**src/rtl/lbdr_output_port_selector_pkg.sv**
```systemverilog
// rtl/lbdr_output_port_selector_pkg.sv - shared port indices, sizes and FSM encoding
// for the LBDR output-port selection stage.
package lbdr_output_port_selector_pkg;

  localparam int PORT_N = 0;
  localparam int PORT_E = 1;
  localparam int PORT_W = 2;
  localparam int PORT_S = 3;
  localparam int PORT_L = 4;

  localparam int NUM_PORTS = 5;
  localparam int CREDIT_W  = 4;

  function automatic int num_bits(input int value);
    return (value <= 2) ? 1 : $clog2(value);
  endfunction

  localparam int PORT_ID_W = num_bits(NUM_PORTS);

  typedef enum logic [1:0] {
    ST_IDLE   = 2'd0,
    ST_SELECT = 2'd1,
    ST_GRANT  = 2'd2,
    ST_HOLD   = 2'd3
  } sel_state_e;

endpackage

```
**src/rtl/lbdr_output_port_selector_port_credit_max_select.sv**
```systemverilog
// rtl/lbdr_output_port_selector_port_credit_max_select.sv - combinational pick:
// local first, then most credits, ties broken by scanning upward from rr.
module port_credit_max_select
  import lbdr_output_port_selector_pkg::*;
#(
  parameter int NumberOfPorts      = NUM_PORTS,
  parameter int NumberOfPortsWidth = num_bits(NUM_PORTS),
  parameter int CreditWidth        = CREDIT_W
) (
  input  logic [NumberOfPorts-1:0]             mask,
  input  logic [NumberOfPorts*CreditWidth-1:0] credits,
  input  logic [NumberOfPortsWidth-1:0]        rr,
  output logic [NumberOfPorts-1:0]             grant,
  output logic [NumberOfPortsWidth-1:0]        grant_id
);

  logic [CreditWidth-1:0] best;
  logic [CreditWidth-1:0] cred;
  logic                   found;
  int                     idx;

  always_comb begin
    grant    = '0;
    grant_id = '0;
    best     = '0;
    cred     = '0;
    found    = 1'b0;
    idx      = 0;
    if (mask[PORT_L]) begin
      grant[PORT_L] = 1'b1;
      grant_id      = NumberOfPortsWidth'(PORT_L);
    end else begin
      // Strict '>' keeps the earliest candidate in rr scan order on a tie.
      for (int k = 0; k < NumberOfPorts; k++) begin
        idx = int'(rr) + k;
        if (idx >= NumberOfPorts) idx = idx - NumberOfPorts;
        cred = credits[idx*CreditWidth +: CreditWidth];
        if (mask[idx] && (!found || cred > best)) begin
          found      = 1'b1;
          best       = cred;
          grant      = '0;
          grant[idx] = 1'b1;
          grant_id   = NumberOfPortsWidth'(idx);
        end
      end
    end
  end

endmodule

```
**src/rtl/lbdr_output_port_selector.sv**
```systemverilog
// rtl/lbdr_output_port_selector.sv - latches the LBDR candidate mask, selects one
// output port and holds it toward VA / crossbar until the tail flit leaves.
module lbdr_output_port_selector
  import lbdr_output_port_selector_pkg::*;
#(
  parameter int NumberOfPorts      = NUM_PORTS,
  parameter int NumberOfPortsWidth = num_bits(NUM_PORTS),
  parameter int CreditWidth        = CREDIT_W
) (
  input  logic                                 clk_i,
  input  logic                                 rst_ni,
  input  logic [NumberOfPorts-1:0]             valid_ports_i,
  input  logic                                 req_valid_i,
  output logic                                 req_ready_o,
  input  logic [NumberOfPorts*CreditWidth-1:0] port_credits_i,
  output logic                                 sel_valid_o,
  input  logic                                 sel_ready_i,
  output logic [NumberOfPorts-1:0]             sel_port_o,
  output logic [NumberOfPortsWidth-1:0]        sel_port_id_o,
  input  logic                                 tail_done_i,
  output logic                                 route_error_o,
  output logic                                 busy_o
);

  sel_state_e                    state_q, state_d;
  logic [NumberOfPorts-1:0]      mask_q;
  logic [NumberOfPortsWidth-1:0] rr_q;
  logic [NumberOfPorts-1:0]      sel_port_q;
  logic [NumberOfPortsWidth-1:0] sel_id_q;
  logic [NumberOfPorts-1:0]      grant;
  logic [NumberOfPortsWidth-1:0] grant_id;
  logic                          release_sel;

  port_credit_max_select #(
    .NumberOfPorts     (NumberOfPorts),
    .NumberOfPortsWidth(NumberOfPortsWidth),
    .CreditWidth       (CreditWidth)
  ) u_pick (
    .mask    (mask_q),
    .credits (port_credits_i),
    .rr      (rr_q),
    .grant   (grant),
    .grant_id(grant_id)
  );

  always_comb begin
    state_d     = state_q;
    release_sel = 1'b0;
    case (state_q)
      ST_IDLE:   if (req_valid_i) state_d = ST_SELECT;
      ST_SELECT: state_d = (mask_q == '0) ? ST_IDLE : ST_GRANT;
      ST_GRANT: begin
        if (sel_ready_i) begin
          state_d     = tail_done_i ? ST_IDLE : ST_HOLD;
          release_sel = tail_done_i;
        end
      end
      ST_HOLD: begin
        if (tail_done_i) begin
          state_d     = ST_IDLE;
          release_sel = 1'b1;
        end
      end
      default: state_d = ST_IDLE;
    endcase
  end

  always_ff @(posedge clk_i or negedge rst_ni) begin
    if (!rst_ni) begin
      state_q    <= ST_IDLE;
      mask_q     <= '0;
      rr_q       <= '0;
      sel_port_q <= '0;
      sel_id_q   <= '0;
    end else begin
      state_q <= state_d;
      if (state_q == ST_IDLE && req_valid_i) mask_q <= valid_ports_i;
      if (state_q == ST_SELECT && mask_q != '0) begin
        sel_port_q <= grant;
        sel_id_q   <= grant_id;
        // Local ejection does not compete for mesh links, so it leaves rr alone.
        if (!mask_q[PORT_L])
          rr_q <= (int'(grant_id) == NumberOfPorts - 1) ? '0 : grant_id + 1'b1;
      end
      if (release_sel) begin
        sel_port_q <= '0;
        sel_id_q   <= '0;
      end
    end
  end

  assign req_ready_o   = (state_q == ST_IDLE);
  assign busy_o        = (state_q != ST_IDLE);
  assign sel_valid_o   = (state_q == ST_GRANT);
  assign route_error_o = (state_q == ST_SELECT) && (mask_q == '0);
  assign sel_port_o    = sel_port_q;
  assign sel_port_id_o = sel_id_q;

endmodule
```
**config.mk**
```make
export PLATFORM = sky130hd
export DESIGN_NAME = lbdr_output_port_selector
export DESIGN_NICKNAME = d
export VERILOG_FILES = /design/src/rtl/lbdr_output_port_selector_pkg.sv /design/src/rtl/lbdr_output_port_selector_port_credit_max_select.sv /design/src/rtl/lbdr_output_port_selector.sv
export SDC_FILE = /design/constraint.sdc
export NUM_CORES = 1
export LEC_CHECK = 0
export ABC_AREA = 1
export CAP_MARGIN = 20
export CORE_AREA = 2 2 79 81
export DETAILED_ROUTE_END_ITERATION = 10
export DIE_AREA = 0 0 81 83
export PLACE_DENSITY = 0.89
export SYNTH_ARGS = -nofsm -noshare
export SYNTH_HDL_FRONTEND = slang
export SYNTH_SLANG_ARGS = --single-unit
```
**constraint.sdc**
```tcl
create_clock -name clk_i -period 14.2 [get_ports clk_i]
set_input_delay 3.55 -clock clk_i [delete_from_list [all_inputs] [get_ports clk_i]]
set_output_delay 3.55 -clock clk_i [all_outputs]
set_load 0.03 [all_outputs]
```
==> run summary <==
Die Wd: 81 microns
Via count: 4,647
CTS H-Tree Depth: 1
Crit Path Class: primary input to register
Fin. max-slew vios: 0
DP HPWL: 9950 microns
Net Count, Synth: 681
Detail Route Antenna Nets: 0
WL final: 12,800 microns
Share of the synthesized area in the top cell type: 16.2%
Commonest non-fill, non-tap cell in the layout: nand2_1
Layout cell share with drive strength beyond 1: 7.88%
Max Clk Rate: 0.0985 GHz
RSZ-0062 raised after global routing: no
Die area: 6720 sq um
Post-DP Area: 4060 sq um
Remaining DRCs: 0
Syn_area_per_cell: 5.90 sq um
Final min period: 10.15 ns
Critical path peak fanout: 18
Worst EP required: 14.34 ns
Post-synth EDFFs: 0
Post-CTS setup buffer count: 0
Most frequent cells in the layout: nand2_1, inv_1, o21ai_0, a21oi_1, clkdlybuf4s50_1
Crit end category: register
Crit start category: primary input
Core Box Area: 5820 sq um
Final Setup Violations: 0
Rel. slew slack: 46.0%
Grt total ovfl: 0
Number of global-route vias before repair: 4,282
Clock Skew: 0.00457 ns
Post-synthesis cell count: 615
Crit path top cell by count: nand2_1
Iter 0 DRT Violations: 451
Final instance area: 4120 sq um
Final hold slack: 0.488 ns
DR pass1 iterations: 7
Final period util: 71.5%
Io pins: 42
Final hold viol count: 0
# placed instances: 718
Die Y: 83 microns
Clk root buf: clkbuf_8
First-pass GRT wire length: 20,400 microns
Initial antenna violation count: 0
Inserted Clock Buffers: 3
P&R area growth vs syn: 13.4%
Syn. warnings: 0
Status: completed
Max cap viols: 0
Wire per inst: 17.7 microns
Clock latency on the worst-skew pair: 0.27 ns
Layout Nets: 714
Largest net degree at the start of global routing: 19
Yosys cell types: 42
Gr usage total: 38.3%
Crit path arrival time: 10.29 ns
Setup Total Neg Slack: 0 ns
Slowest stage delay, CP: 0.56 ns
Starting density of the core: 62.4%
Most used flip-flop cell after synthesis: dfrtp_1
PortBufs: 41
Hold crit path type: register to register
Hold Buf Count CTS: 0
Row cnt: 28
CTS Buffer Depth: 2
R2r setup slk: 5.50 ns
Post-synthesis async set-or-reset flop share: 100%
CTS sink cnt: 18
RePlAce Congestion: 0.978
Cts repair resizes: 0
Crit-path slowest cell: clkdlybuf4s50_1
Seq/Total Area, Yosys: 12.4%
Yosys top cell by area: nand2_1
Total inserted antenna cells: 0
Synth top area cells: nand2_1, dfrtp_1, ha_1
Clock slew at the register clock pins of the worst setup and hold paths: 0.07 ns
Vias/cell: 6.44
Worst-Margin Slew: 0.807 ns
CTS tree: done
Post-synthesis register bit count: 18
Cell Area, Synth: 3630 sq um
Fin cells: 722
kinds of logic after synthesis:
| group | share of synthesized area (%) |
|---|---|
| other | 0.103 |
| AO/OA/AOI/OAI | 26.3 |
| buffers and inverters | 11.5 |
| AND/OR/NAND/NOR | 35.7 |
| multiplexers | 0.310 |
| XOR/XNOR | 1.00 |
| flip-flops | 12.4 |
| adder cells (fa/ha/maj) | 12.6 |
final timing paths:
check,to,cells past startpoint,start
min in group asynchronous,sel_port_id_o[0]$_DFFE_PN0P_,1,rst_ni
worst min register to register,sel_port_o[4]$_DFFE_PN0P_,2,sel_port_o[4]$_DFFE_PN0P_
worst min-delay path,sel_port_o[4]$_DFFE_PN0P_,2,sel_port_o[4]$_DFFE_PN0P_
worst max register to register,rr_q[2]$_DFFE_PN0P_,53,rr_q[0]$_DFFE_PN0P_
worst max-delay path,rr_q[2]$_DFFE_PN0P_,48,port_credits_i[13]
max in group asynchronous,mask_q[3]$_DFFE_PN0P_,1,rst_ni
cells in the mapped netlist (2+ instances only):
| cell | count |
|---|---|
| nor3_1 | 16 |
| nand2_2 | 9 |
| buf_2 | 7 |
| a31oi_1 | 2 |
| o21bai_1 | 3 |
| o21ai_2 | 8 |
| inv_1 | 78 |
| buf_4 | 3 |
| nor4_1 | 2 |
| a21oi_1 | 43 |
| nor2_1 | 40 |
| clkbuf_1 | 3 |
| a221oi_1 | 3 |
| nand3_2 | 6 |
| inv_2 | 12 |
| dfrtp_1 | 18 |
| o21ai_1 | 15 |
| ha_1 | 35 |
| or2_0 | 2 |
| o211ai_1 | 14 |
| o22ai_1 | 5 |
| nand4_1 | 14 |
| a211oi_1 | 2 |
| nand3_1 | 35 |
| nand2_1 | 157 |
| nand2_4 | 2 |
| o21ai_0 | 65 |
| nor2_2 | 2 |
final cells by class:
cell class | count | area (sq um)
clock buffer | 4 | 55.1
fill | 535 | 1700
inverter | 90 | 338
multi-input combinational | 493 | 2760
sequential | 18 | 450
tap | 75 | 93.8
timing repair buffer | 42 | 418
registers in the layout, indices dropped and copies added (netlist names):
| signal | cells |
|---|---|
| mask_q | 5 |
| sel_port_o | 5 |
| rr_q | 3 |
| sel_port_id_o | 3 |
| state_q | 2 |
layer usage:
| layer | vias up | GRT usage, % | part of all wire (%) | wire length (microns) |
|---|---|---|---|---|
| li1 | 2134 | - | - | - |
| met1 | 2060 | 47.7 | 39 | 5040 |
| met2 | 365 | 60.3 | 45 | 5710 |
| met3 | 88 | 8.48 | 9.7 | 1240 |
| met4 | 0 | 21.3 | 6.4 | 815 |
| met5 | - | 0 | 0 | 0 |
through the flow:
| step | setup WS, ns | util [%] |
|---|---|---|
| after floorplan | 5.36 | - |
| after global placement | 4.31 | 69.8 |
| after detailed placement | 4.02 | 69.8 |
| after CTS | 4.21 | 70.8 |
| after global routing | 3.51 | 70.8 |
| final | 4.05 | 70.8 |
worst max-delay path: cells and delay by family:
family                     cells  cell delay [ns]
buffers and inverters          7             1.05
AOI/OAI and AO/OA             17             2.21
adders and majority gates      5             1.28
and+or+nand+nor               19             2.19
Power is left out: the tool's default activity adds up to more than one toggle a clock period on the data nets, which glitch-free logic cannot reach.
